[src/rtl/sram_pkg.sv]
// Shared types and helpers for the asynchronous SRAM Wishbone controller.
package sram_pkg;

   // Controller states: idle, read access, write setup, WE pulse, read->write turnaround
   typedef enum logic [2:0] {
      ST_IDLE,
      ST_READ,
      ST_WSETUP,
      ST_WRITE,
      ST_TURN
   } state_t;

   // Whole clock cycles needed to cover t_ns at clock_mhz, never less than one
   function automatic int cycles_for_ns(input int t_ns, input int clock_mhz);
      int c;
      c = (t_ns * clock_mhz + 999) / 1000;
      return (c < 1) ? 1 : c;
   endfunction

   function automatic int max3(input int a, input int b, input int c);
      int m;
      m = (a > b) ? a : b;
      return (m > c) ? m : c;
   endfunction

endpackage

[src/rtl/sram_req_buf.sv]
// One-entry skid buffer holding the request that arrives while an access is in flight.
module sram_req_buf #(
   parameter type req_t = logic
) (
   input  logic i_clk,
   input  logic i_rst,
   input  logic i_flush,
   input  logic i_push,
   input  logic i_pop,
   input  req_t i_req,
   output logic o_full,
   output req_t o_head
);

   logic r_full;
   req_t r_head;

   // Occupancy flag: flush beats push beats pop
   // NOTE: registers take <= so every always_ff reads pre-edge values regardless of statement order.
   always_ff @(posedge i_clk) begin
      if (i_rst) begin
         r_full <= 1'b0;
      end else if (i_flush) begin
         r_full <= 1'b0;
      end else if (i_push) begin
         r_full <= 1'b1;
      end else if (i_pop) begin
         r_full <= 1'b0;
      end
   end

   // Payload capture on push
   // NOTE: the payload has no reset; it is only ever looked at while r_full is set.
   always_ff @(posedge i_clk) begin
      if (i_push) begin
         r_head <= i_req;
      end
   end

   assign o_full = r_full;
   assign o_head = r_head;

endmodule

[src/rtl/sram_ctl.sv]
// Pipelined Wishbone peripheral driving an asynchronous SRAM with ns-derived wait states.
module sram_ctl
   import sram_pkg::*;
#(
   parameter int WB_CLOCK_MHZ = 64,
   parameter int DATA_WIDTH   = 8,
   parameter int ADDR_WIDTH   = 17,
   parameter int T_AA_NS      = 10,
   parameter int T_WP_NS      = 10,
   parameter int T_HZ_NS      = 4
) (
   input  logic                  wb_clock_i,
   input  logic                  wb_reset_i,
   input  logic [ADDR_WIDTH-1:0] wb_addr_i,
   input  logic [DATA_WIDTH-1:0] wb_data_i,
   output logic [DATA_WIDTH-1:0] wb_data_o,
   input  logic                  wb_we_i,
   input  logic                  wb_cycle_i,
   input  logic                  wb_strobe_i,
   output logic                  wb_stall_o,
   output logic                  wb_ack_o,
   output logic                  ram_oe_o,
   output logic                  ram_we_o,
   output logic [ADDR_WIDTH-1:0] ram_addr_o,
   input  logic [DATA_WIDTH-1:0] ram_data_i,
   output logic [DATA_WIDTH-1:0] ram_data_o,
   output logic                  ram_data_oe
);

   // Read gets one extra cycle so the sample edge lands after t_AA with margin
   localparam int RD_CYC  = cycles_for_ns(T_AA_NS, WB_CLOCK_MHZ) + 1;
   localparam int WR_CYC  = cycles_for_ns(T_WP_NS, WB_CLOCK_MHZ);
   localparam int HZ_CYC  = cycles_for_ns(T_HZ_NS, WB_CLOCK_MHZ);
   localparam int CNT_W   = $clog2(max3(RD_CYC, WR_CYC, HZ_CYC) + 1);

   localparam logic [CNT_W-1:0] RD_LOAD = CNT_W'(RD_CYC - 1);
   localparam logic [CNT_W-1:0] WR_LOAD = CNT_W'(WR_CYC - 1);
   localparam logic [CNT_W-1:0] HZ_LOAD = CNT_W'(HZ_CYC - 1);

   typedef struct packed {
      logic [ADDR_WIDTH-1:0] addr;
      logic [DATA_WIDTH-1:0] data;
      logic                  we;
   } req_t;

   state_t                r_state;
   logic [CNT_W-1:0]      r_cnt;
   logic                  r_abort;
   logic                  r_oe;
   logic                  r_we;
   logic                  r_doe;
   logic                  r_ack;
   logic [ADDR_WIDTH-1:0] r_addr;
   logic [DATA_WIDTH-1:0] r_wdata;
   logic [DATA_WIDTH-1:0] r_rdata;

   req_t w_live;
   req_t w_head;
   req_t w_next;
   logic w_full;
   logic w_accept;
   logic w_have_req;
   logic w_cnt_zero;
   logic w_final;
   logic w_take;
   logic w_push;
   logic w_pop;
   logic w_flush;

   assign w_live     = '{addr: wb_addr_i, data: wb_data_i, we: wb_we_i};
   assign w_accept   = wb_cycle_i & wb_strobe_i & ~w_full;
   // A buffered request outranks the live bus; both vanish when the cycle is dropped
   assign w_have_req = (w_full & wb_cycle_i) | w_accept;
   assign w_next     = w_full ? w_head : w_live;
   assign w_cnt_zero = (r_cnt == '0);
   assign w_final    = ((r_state == ST_READ) || (r_state == ST_WRITE)) && w_cnt_zero;
   // Controller consumes a request only from IDLE or on the last edge of an access
   assign w_take     = w_have_req && ((r_state == ST_IDLE) || w_final);
   assign w_push     = w_accept & ~w_take;
   assign w_pop      = w_take & w_full;
   assign w_flush    = ~wb_cycle_i;

   sram_req_buf #(
      .req_t(req_t)
   ) u_req_buf (
      .i_clk  (wb_clock_i),
      .i_rst  (wb_reset_i),
      .i_flush(w_flush),
      .i_push (w_push),
      .i_pop  (w_pop),
      .i_req  (w_live),
      .o_full (w_full),
      .o_head (w_head)
   );

   // Access sequencer: all SRAM strobes and the ack come straight from registers
   always_ff @(posedge wb_clock_i) begin
      if (wb_reset_i) begin
         r_state <= ST_IDLE;
         r_cnt   <= '0;
         r_abort <= 1'b0;
         r_oe    <= 1'b0;
         r_we    <= 1'b0;
         r_doe   <= 1'b0;
         r_ack   <= 1'b0;
         r_addr  <= '0;
         r_wdata <= '0;
         r_rdata <= '0;
      end else begin
         r_ack <= 1'b0;
         // Remember a dropped cycle so the running access finishes without an ack
         if (!wb_cycle_i && (r_state != ST_IDLE)) begin
            r_abort <= 1'b1;
         end
         case (r_state)
            ST_IDLE: begin
               // Counter keeps timing the high-Z window left over from a finished read
               if (!w_cnt_zero) begin
                  r_cnt <= r_cnt - 1'b1;
               end
               if (w_have_req) begin
                  r_addr  <= w_next.addr;
                  r_wdata <= w_next.data;
                  if (!w_next.we) begin
                     r_state <= ST_READ;
                     r_oe    <= 1'b1;
                     r_cnt   <= RD_LOAD;
                  end else if (!w_cnt_zero) begin
                     r_state <= ST_TURN;
                     r_cnt   <= r_cnt - 1'b1;
                  end else begin
                     r_state <= ST_WSETUP;
                     r_doe   <= 1'b1;
                  end
               end
            end
            ST_READ: begin
               if (!w_cnt_zero) begin
                  r_cnt <= r_cnt - 1'b1;
               end else begin
                  r_rdata <= ram_data_i;
                  r_ack   <= wb_cycle_i & ~r_abort;
                  r_abort <= 1'b0;
                  if (w_have_req) begin
                     r_addr  <= w_next.addr;
                     r_wdata <= w_next.data;
                     if (!w_next.we) begin
                        r_cnt <= RD_LOAD;
                     end else begin
                        r_state <= ST_TURN;
                        r_oe    <= 1'b0;
                        r_cnt   <= HZ_LOAD;
                     end
                  end else begin
                     r_state <= ST_IDLE;
                     r_oe    <= 1'b0;
                     r_cnt   <= HZ_LOAD;
                  end
               end
            end
            ST_WSETUP: begin
               r_state <= ST_WRITE;
               r_we    <= 1'b1;
               r_cnt   <= WR_LOAD;
            end
            ST_WRITE: begin
               if (!w_cnt_zero) begin
                  r_cnt <= r_cnt - 1'b1;
               end else begin
                  // WE and the data drive release on the same edge
                  r_we    <= 1'b0;
                  r_ack   <= wb_cycle_i & ~r_abort;
                  r_abort <= 1'b0;
                  if (w_have_req) begin
                     r_addr  <= w_next.addr;
                     r_wdata <= w_next.data;
                     if (!w_next.we) begin
                        r_state <= ST_READ;
                        r_oe    <= 1'b1;
                        r_doe   <= 1'b0;
                        r_cnt   <= RD_LOAD;
                     end else begin
                        r_state <= ST_WSETUP;
                     end
                  end else begin
                     r_state <= ST_IDLE;
                     r_doe   <= 1'b0;
                  end
               end
            end
            ST_TURN: begin
               if (!w_cnt_zero) begin
                  r_cnt <= r_cnt - 1'b1;
               end else begin
                  r_state <= ST_WSETUP;
                  r_doe   <= 1'b1;
               end
            end
            default: begin
               r_state <= ST_IDLE;
               r_oe    <= 1'b0;
               r_we    <= 1'b0;
               r_doe   <= 1'b0;
            end
         endcase
      end
   end

   assign wb_data_o   = r_rdata;
   assign wb_ack_o    = r_ack;
   assign wb_stall_o  = w_full;
   assign ram_oe_o    = r_oe;
   assign ram_we_o    = r_we;
   assign ram_addr_o  = r_addr;
   assign ram_data_o  = r_wdata;
   assign ram_data_oe = r_doe;

endmodule

[config.mk]
export PLATFORM = sky130hd
export DESIGN_NAME = sram_ctl
export DESIGN_NICKNAME = d
export VERILOG_FILES = /design/src/rtl/sram_pkg.sv /design/src/rtl/sram_req_buf.sv /design/src/rtl/sram_ctl.sv
export SDC_FILE = /design/constraint.sdc
export NUM_CORES = 1
export LEC_CHECK = 0
export BUFFER_PORTS_ARGS = -buffer_cell sky130_fd_sc_hd__buf_2
export CELL_PAD_IN_SITES_DETAIL_PLACEMENT = 1
export CELL_PAD_IN_SITES_GLOBAL_PLACEMENT = 2
export CORE_ASPECT_RATIO = 1.4
export CORE_MARGIN = 4
export CORE_UTILIZATION = 36
export DETAILED_ROUTE_END_ITERATION = 8
export PLACE_DENSITY = 0.89
export SETUP_SLACK_MARGIN = 0.5
export SYNTH_ARGS = -nofsm -noshare
export SYNTH_HDL_FRONTEND = slang
export SYNTH_SLANG_ARGS = --single-unit
export TNS_END_PERCENT = 100
[constraint.sdc]
create_clock -name wb_clock_i -period 6.5 [get_ports wb_clock_i]
set_input_delay 1.3 -clock wb_clock_i [delete_from_list [all_inputs] [get_ports wb_clock_i]]
set_output_delay 1.3 -clock wb_clock_i [all_outputs]
set_load 0.05 [all_outputs]
After elaboration in Yosys (flattened, before gate mapping):

Cells that the tools add are included.

* multiply operators: 0
* shifts and indexed selects: 0
* muxes and demuxes: 50
* equality and inequality tests: 14
* bitwise logic cells: 16
* $lt $le $gt $ge: 0
* divide/modulo/power cells: 0
* add/subtract/negate cells: 1
* reduce and logical (&&, ||, !) cells: 25

Operator list (number)
* two-way mux 17 bit: 2
* one-hot mux 17 bit (2 select lines): 1
* two-way mux 3 bit: 9
* two-way mux 26 bit: 1
* two-way mux 2 bit: 10
* two-way mux 1 bit: 19
* two-way mux 8 bit: 2
* one-hot mux 8 bit (2 select lines): 1
* one-hot mux 3 bit (5 select lines): 1
* != test 3 bit (second input constant): 4
* != test 2 bit (second input constant): 5
* one-hot mux 2 bit (5 select lines): 1
* AND reduction 5 bit: 2
* NOT 1 bit: 9
* one-hot mux 1 bit (4 select lines): 2
* OR reduction 2 bit: 4
* AND 1 bit: 6
* equality test 3 x 2 -> 1 bit (second input constant): 2
* AND reduction 2 bit: 3
* OR reduction 3 bit: 2
* nonzero test 5 bit: 1
* AND reduction 4 bit: 1
* nonzero test 2 bit: 2
* equality test 3 x 1 -> 1 bit (second input constant): 1
* other kinds (12): 15

* register bits after elaboration: 70
* memories kept: 0
* bits in read-only memories: 0
* RAM bits: 0
* logic and storage cells: 120
* bits in latches: 0
* input bits: 38
* output and inout port bits: 38

Logic depth before layout (Yosys ltp):

Gate-level depths: netlist of the first run.

* depth after elaboration: 8
* depth in mapped cells: 6
* gate-level depth less buffers: 4

Hierarchy:

Synthesis of the first run repeated with hierarchy kept, for this count alone.

* cells, all modules: 247
* area, all modules: 2952.8 um^2

By module, submodules not included
* sram_ctl: times used 1, area each 2127.0 um^2, seq. area each 860.8 um^2, cells an instance 217
* sram_req_buf: times used 1, area each 825.8 um^2, seq. area each 800.8 um^2, cells an instance 30

Worst setup path after synthesis of the first run:

No wires, ideal clock.

* path kind: input -> register
* start point: input wb_strobe_i
* end point: register u_req_buf.r_head (netlist bit u_req_buf.o_head[0]), enable pin
* setup time: 0.442 ns
* arrival time: 3.141 ns
* setup slack: 2.918 ns
* cell stages on the path: 2
* data required time: 6.058 ns
* buffers on the path: 0
* path through: nand2_1 -> nor3_1

* word-level cells in the longest chain between the ends: 6

Ends and longest elaborated chain
* start, declared: RTL line sram_ctl.sv:19 `input logic wb_strobe_i,`
* AND 1 bit (*) (2 in a row): RTL line sram_ctl.sv:71 `assign w_accept = wb_cycle_i & wb_strobe_i & ~w_full;`
* OR 1 bit: RTL line sram_ctl.sv:73 `assign w_have_req = (w_full & wb_cycle_i) | w_accept;`
* logical AND 1 bit: RTL line sram_ctl.sv:78 `assign w_take = w_have_req && ((r_state == ST_IDLE) || w_final);`
* NOT 1 bit: RTL line sram_ctl.sv:79 `assign w_push = w_accept & ~w_take;`
* AND 1 bit (*): RTL line sram_ctl.sv:79
* net u_req_buf.i_push: RTL line sram_req_buf.sv:8 `input logic i_push,`
* end signal, assigned: RTL line sram_req_buf.sv:36 `r_head <= i_req;`
* end, declared: RTL line sram_req_buf.sv:16 `req_t r_head;`

The timed path passes the listed nets; every way through them passes the cells marked *.
A chain may end at the register's enable or synchronous reset.

Worst setup path after layout of the first run:

* start point: register u_req_buf.r_full, in the netlist u_req_buf.o_full
* end point: output wb_stall_o

RTL lines
* start, declared: RTL line sram_req_buf.sv:15 `logic r_full;`
* start signal, assigned: RTL line sram_req_buf.sv:22 `r_full <= 1'b0;`
* start signal, assigned: RTL line sram_req_buf.sv:24 `r_full <= 1'b0;`
* start signal, assigned: RTL line sram_req_buf.sv:26 `r_full <= 1'b1;`
* end, declared: RTL line sram_ctl.sv:20 `output logic wb_stall_o,`

No word-level cell between the ends.

==> results of run 1 <==
## metrics by stage
step / worst slack (ns) / total power [uW]
floorplan: 2.92 / 1080
global placement: 3.65 / 1190
detailed placement: 3.58 / 1210
CTS: 3.45 / 1680
global route: 3.39 / 1760
finish: 3.52 / 1650
## cell type report
type	instances	area (um2)
Fill cell	909	4470
Tap cell	102	128
Multi-Input combinational cell	175	1310
Sequential cell	70	1660
Inverter	2	7.51
Timing Repair Buffer	77	390
Clock inverter	6	52.6
Clock buffer	10	229
## cell usage after synthesis (all sizes together) (2+ instances only)
cell type / count
dfxtp: 44
nor2: 43
mux2i: 36
a211oi: 30
edfxtp: 26
buf: 10
clkbuf: 10
o21ai: 10
a21oi: 8
nor3: 7
nand2: 5
and2: 3
o22ai: 3
or3: 3
a221oi: 2
inv: 2
mux2: 2
nand3: 2
nor2b: 2
nor3b: 2
nor4b: 2
o21bai: 2
or2: 2
## power groups by stage
stage / logic, uW / clock network [uW] / registers [uW]
after CTS: 590 / 478 / 612
final: 580 / 462 / 611
after global placement: 576 / 0 / 618
after detailed placement: 587 / 0 / 620
after floorplan: 327 / 0 / 753
after global routing: 632 / 502 / 625
## sequential cells by signal (all words and copies together), names as in the netlist
signal            flops
u_req_buf.o_head     26
ram_addr_o           17
ram_data_o            8
wb_data_o             8
r_state               3
r_cnt                 2
r_abort               1
ram_data_oe           1
ram_oe_o              1
ram_we_o              1
u_req_buf.o_full      1
wb_ack_o              1
## cells by family (layout without fill, tap and decap cells)
family          Yosys count  after routing  share of synthesized area (%)
mux                      38             38                           12.4
flops                    70             70                           53.8
buf+inv                  22             95                           3.93
xor+xnor                  1              1                          0.284
compound gates           63             63                           18.7
simple gates             73             73                           10.9
## worst max path at each step
| stage | start | endpoint | cells past startpoint |
|---|---|---|---|
| 2_1_floorplan | wb_strobe_i | u_req_buf.o_head[0] | 2 |
| 3_3_place_gp | wb_cycle_i | ram_addr_o[13] | 6 |
| 3_5_place_dp | wb_cycle_i | ram_addr_o[11] | 6 |
| 4_1_cts | u_req_buf.o_full | wb_stall_o | 1 |
| 5_1_grt | u_req_buf.o_full | wb_stall_o | 1 |
| 6_report | u_req_buf.o_full | wb_stall_o | 1 |
## cells in the final DEF (no fill, tap or decap), types with 2 or more instances in the layout
master / n
buf_2: 75
nor2_1: 43
dfxtp_1: 43
mux2i_1: 36
edfxtp_1: 26
a211oi_2: 25
o21ai_0: 9
clkbuf_16: 9
a21oi_1: 8
nor3_1: 6
nand2_1: 5
a211oi_1: 4
o22ai_1: 3
and2_1: 3
or3_1: 3
clkinv_2: 3
nor3b_1: 2
nor2b_1: 2
inv_1: 2
o21bai_1: 2
a221oi_1: 2
nand3_1: 2
mux2_2: 2
nor4b_1: 2
clkinv_1: 2
buf_4: 2
## per-layer routing
metal | up-vias | GRT usage (%) | share of wire (%)
met1 | 1135 | 17.9 | 43
met5 | - | 0 | 0
met3 | 7 | 4.55 | 5.4
met2 | 53 | 25.5 | 50
li1 | 1125 | - | -
met4 | 0 | 4.39 | 1.2
==> results.yml, run 1 <==
synthesis:
  ys_types: 41
  yosysTopAreaCell: "dfxtp_1"
  synth.yosys.warnings: 0
  postSynthAreaPerCell_um2: 11.6
  synthCells: 267
  ys_ff_latch: 70
  async_reset_ff_share_pct: 0
  synth-edff-count: 26
  synth_seq_area_share_pct: 53.8
  yosysTopAreaCellShare_pct: 28.5
  syn_area_um2: 3090
  synthTopCellsByArea: "dfxtp_1, edfxtp_1, mux2i_1"
  synth_top_flop_cell: "dfxtp_1"
  syn_nets: 305
floorplanning:
  fp-row-count: 39
  start_util_pct: 37.5
  fp.dieH_um: 118
  core_area_um2: 8250
  dieArea_um2: 10100
  chipWidth_um: 86.3
  io_pins: 76
setup_path:
  worstPathMaxFanout: 31
  crit_chain: "buf_2"
  slowest_delay_ns: 0.95
  reg2regPathDepth: 5
  crit_type: "flop to output pin"
  required_ns: 5.20
  start_kind: "flop"
  critPathCaptureType: "output pin"
  crit_family: "flip-flops"
  r2r-start: "u_req_buf.o_full"
  path_buf_inv: 1
  reg2reg_slack_ns: 3.92
  r2r_end: "ram_addr_o[16]"
  arrival_ns: 1.68
  cp_slowest_cell: "dfxtp_2"
detailed_routing:
  wire_per_inst_um: 16.4
  dr.pass1.iters: 4
  routed-via-count: 2320
  viasPerCell: 5.25
  remaining_drc_errors: 0
  antenna_left: 0
  totalWireLength_um: 7230
  drtIter0Drc: 67
place:
  placed_area_um2: 3500
  gp_congestion: 0.757
  dpl.hpwl_um: 4950
  port-buffer-count: 75
  place_inst: 426
cts:
  cts_htree_levels: 3
  cts_inserted_buffers: 9
  cts_tree: "yes"
  post_cts_resized: 0
  clk_pin_slew_worst_paths_ns: 0.05
  clockBufferDepth: 2
  ctsHoldBuffers: 0
  insertion_delay_ns: 0.32
  clock-root-buffer: "clkbuf_16"
  postCtsSetupBuffers: 0
  clock_sinks: 70
outcome:
  status: "finished, final reports clean"
timing:
  fin_setup_tns_ns: 0
  report.final.hold_viol_count: 0
  rsz0062_at_grt: "false"
  fin_crit_ns: 2.98
  max-slew-margin-rel_pct: 23.3
  worstMarginPinSlew_ns: 1.15
  setup_viol: 0
  slew_viol_final: 0
  holdWs_ns: 0.496
  fin_skew_ns: 0.00660
  min_period_over_period_pct: 45.8
  fmax_ghz: 0.336
power:
  powerDensity_nw_per_um2: 437
  p_comb_share_pct: 35.1
  switching_power_uw: 633
  internal-power_uw: 1020
  switching_share_pct: 38.3
  vdd_drop_max_v: 0.000193
  pwr-share-clk_pct: 27.9
  pwr-share-seq_pct: 36.9
  p_leak_uw: 0.00145
min_path:
  hold_path_depth: 2
  hold-path-endpoint: "wb_data_o[3]"
  hold_path_class: "flop to flop"
  min-delay-start: "wb_data_o[3]"
grt:
  grt_antenna_before_repair: 0
  gr-total-overflow: 0
  grt_pass1_vias: 2469
  grt_max_degree: 51
  grt_pass1_wl_um: 12100
  grt_usage_pct: 15.0
cells_and_area:
  final_area_um2: 3780
  layout-drive-gt1-share_pct: 36.8
  area_growth_pct: 22.4
  nets: 373
  final_core_util_pct: 45.9
  fin_cells: 442
  diodes: 0
job:
  maxCapViolCount: 0
(Power assumes the default switching activity.)
==> run 2, diff against run 1 <==
--- a/config.mk
+++ b/config.mk
@@ -10,9 +10,9 @@
 export CELL_PAD_IN_SITES_GLOBAL_PLACEMENT = 2
 export CORE_ASPECT_RATIO = 1.4
 export CORE_MARGIN = 4
-export CORE_UTILIZATION = 36
+export CORE_UTILIZATION = 34
 export DETAILED_ROUTE_END_ITERATION = 8
-export PLACE_DENSITY = 0.89
+export PLACE_DENSITY = 0.85
 export SETUP_SLACK_MARGIN = 0.5
 export SYNTH_ARGS = -nofsm -noshare
 export SYNTH_HDL_FRONTEND = slang
==> constraint.sdc (replaced) <==
create_clock -name wb_clock_i -period 2.95 [get_ports wb_clock_i]
set_input_delay 0.59 -clock wb_clock_i [delete_from_list [all_inputs] [get_ports wb_clock_i]]
set_output_delay 0.59 -clock wb_clock_i [all_outputs]
set_load 0.05 [all_outputs]
==> run 2 against run 1 <==
Effect of this change: design area increased by 1.8%; clock skew increased by 0.0011 ns; hold slack got worse by 0.036 ns; die area increased by 5.4%; sequential share of layout area is 0.79 points lower; register-to-register slack lost 3.0 ns; routed wire length increased by 4.8%; non-clock buffer count up 5; first-iteration DRC count up 4.5%; core utilization is 1.6 points lower.
==> results.yml, run 2 (synthesis gave the netlist of run 1 again) <==
power:
  pwr-share-clk_pct: 28.2
  powerDensity_nw_per_um2: 961
  pwr-share-seq_pct: 34.3
  switching_share_pct: 38.4
  switching_power_uw: 1420
  internal-power_uw: 2280
  p_leak_uw: 0.00149
  p_comb_share_pct: 37.5
  vdd_drop_max_v: 0.000399
cts:
  insertion_delay_ns: 0.33
  clk_pin_slew_worst_paths_ns: 0.05
  clock-root-buffer: "clkbuf_16"
  clockBufferDepth: 2
  ctsHoldBuffers: 0
  clock_sinks: 70
  postCtsSetupBuffers: 0
  cts_htree_levels: 3
  cts_inserted_buffers: 9
  cts_tree: "yes"
  post_cts_resized: 0
detailed_routing:
  viasPerCell: 5.18
  remaining_drc_errors: 0
  totalWireLength_um: 7580
  wire_per_inst_um: 16.8
  drtIter0Drc: 70
  antenna_left: 0
  routed-via-count: 2331
  dr.pass1.iters: 4
place:
  dpl.hpwl_um: 5340
  port-buffer-count: 75
  gp_congestion: 0.780
  place_inst: 434
setup_path:
  arrival_ns: 1.53
  required_ns: 2.36
  crit_type: "flop to output pin"
  worstPathMaxFanout: 26
  critPathCaptureType: "output pin"
  reg2reg_slack_ns: 0.94
  start_kind: "flop"
job:
  maxCapViolCount: 0
outcome:
  status: "finished, final reports clean"
min_path:
  hold_path_class: "primary input to flop"
timing:
  slew_viol_final: 0
  fmax_ghz: 0.472
  setup_viol: 0
  fin_crit_ns: 2.12
  fin_skew_ns: 0.00769
  report.final.hold_viol_count: 0
  rsz0062_at_grt: "false"
  worstMarginPinSlew_ns: 0.746
  max-slew-margin-rel_pct: 50.1
  fin_setup_tns_ns: 0
  min_period_over_period_pct: 71.8
cells_and_area:
  layout_commonest_cell: "buf_2"
  fin_cells: 450
  layout-drive-gt1-share_pct: 38.3
  seqCellArea_um2: 1660
  nets: 378
  area_growth_pct: 24.6
  mostFrequentLayoutCells: "buf_2, nor2_1, dfxtp_1"
  diodes: 0
  multi_input_area_um2: 1320
  fillers: 984
  largest_reg_flops: 26
grt:
  grt_max_degree: 51
  grt_pass1_vias: 2443
  gr-total-overflow: 0
  grt_usage_pct: 14.8
  grt_antenna_before_repair: 0
  grt_pass1_wl_um: 12200
floorplanning:
  fp.dieH_um: 121
  fp-row-count: 40
  dieArea_um2: 10700
  core_area_um2: 8710
  start_util_pct: 35.5
  io_pins: 76
  chipWidth_um: 88.6
## run 2: cell type report
type                    instances  area share (%)
clock buffers                   9            5.85
clock inverters                 7            1.69
multi-input cells             175            34.2
flip-flops and latches         70            43.2
repair buffers                 82            11.4
inverters                       2           0.195
well taps                     105            3.41
## run 2: stage by stage
step / cell area, um2 / hold slack, ns / util [%] / worst slack, ns / total power (uW)
2_1_floorplan: 3100 / 0.487 / - / 0.697 / 2390
3_3_place_gp: 3560 / 0.466 / 40.9 / 0.869 / 2660
3_5_place_dp: 3560 / 0.470 / 40.9 / 0.840 / 2690
4_1_cts: 3850 / 0.443 / 44.2 / 0.793 / 3760
5_1_grt: 3850 / 0.437 / 44.2 / 0.758 / 3930
6_report: 3850 / 0.460 / 44.2 / 0.832 / 3700
## run 2: path summary, 6_finish.rpt
kind,from,end,depth (start not counted)
min reg2reg,ram_we_o,ram_we_o,2
max,u_req_buf.o_full,wb_stall_o,2
min,wb_addr_i[7],u_req_buf.o_head[16],1
max reg2reg,r_cnt[1],u_req_buf.o_head[18],4
## run 2: power by group through the flow
stage | logic (uW) | clock network, uW | registers (uW)
floorplan | 730 | 0 | 1660
global placement | 1370 | 0 | 1290
detailed placement | 1400 | 0 | 1290
finish | 1390 | 1040 | 1270
global route | 1510 | 1120 | 1290
CTS | 1410 | 1090 | 1270
## run 2: routing by layer
layer  global-route usage [%]  routed length, um
met4                     4.91                 73
met2                     25.5               4000
met5                        0                  0
met3                     3.95                365
met1                     17.6               3140
## run 2: critical path, cell delays in order (launching register included)
cell,delay [ns]
dfxtp_2,0.41
buf_4,0.44
buf_2,0.35
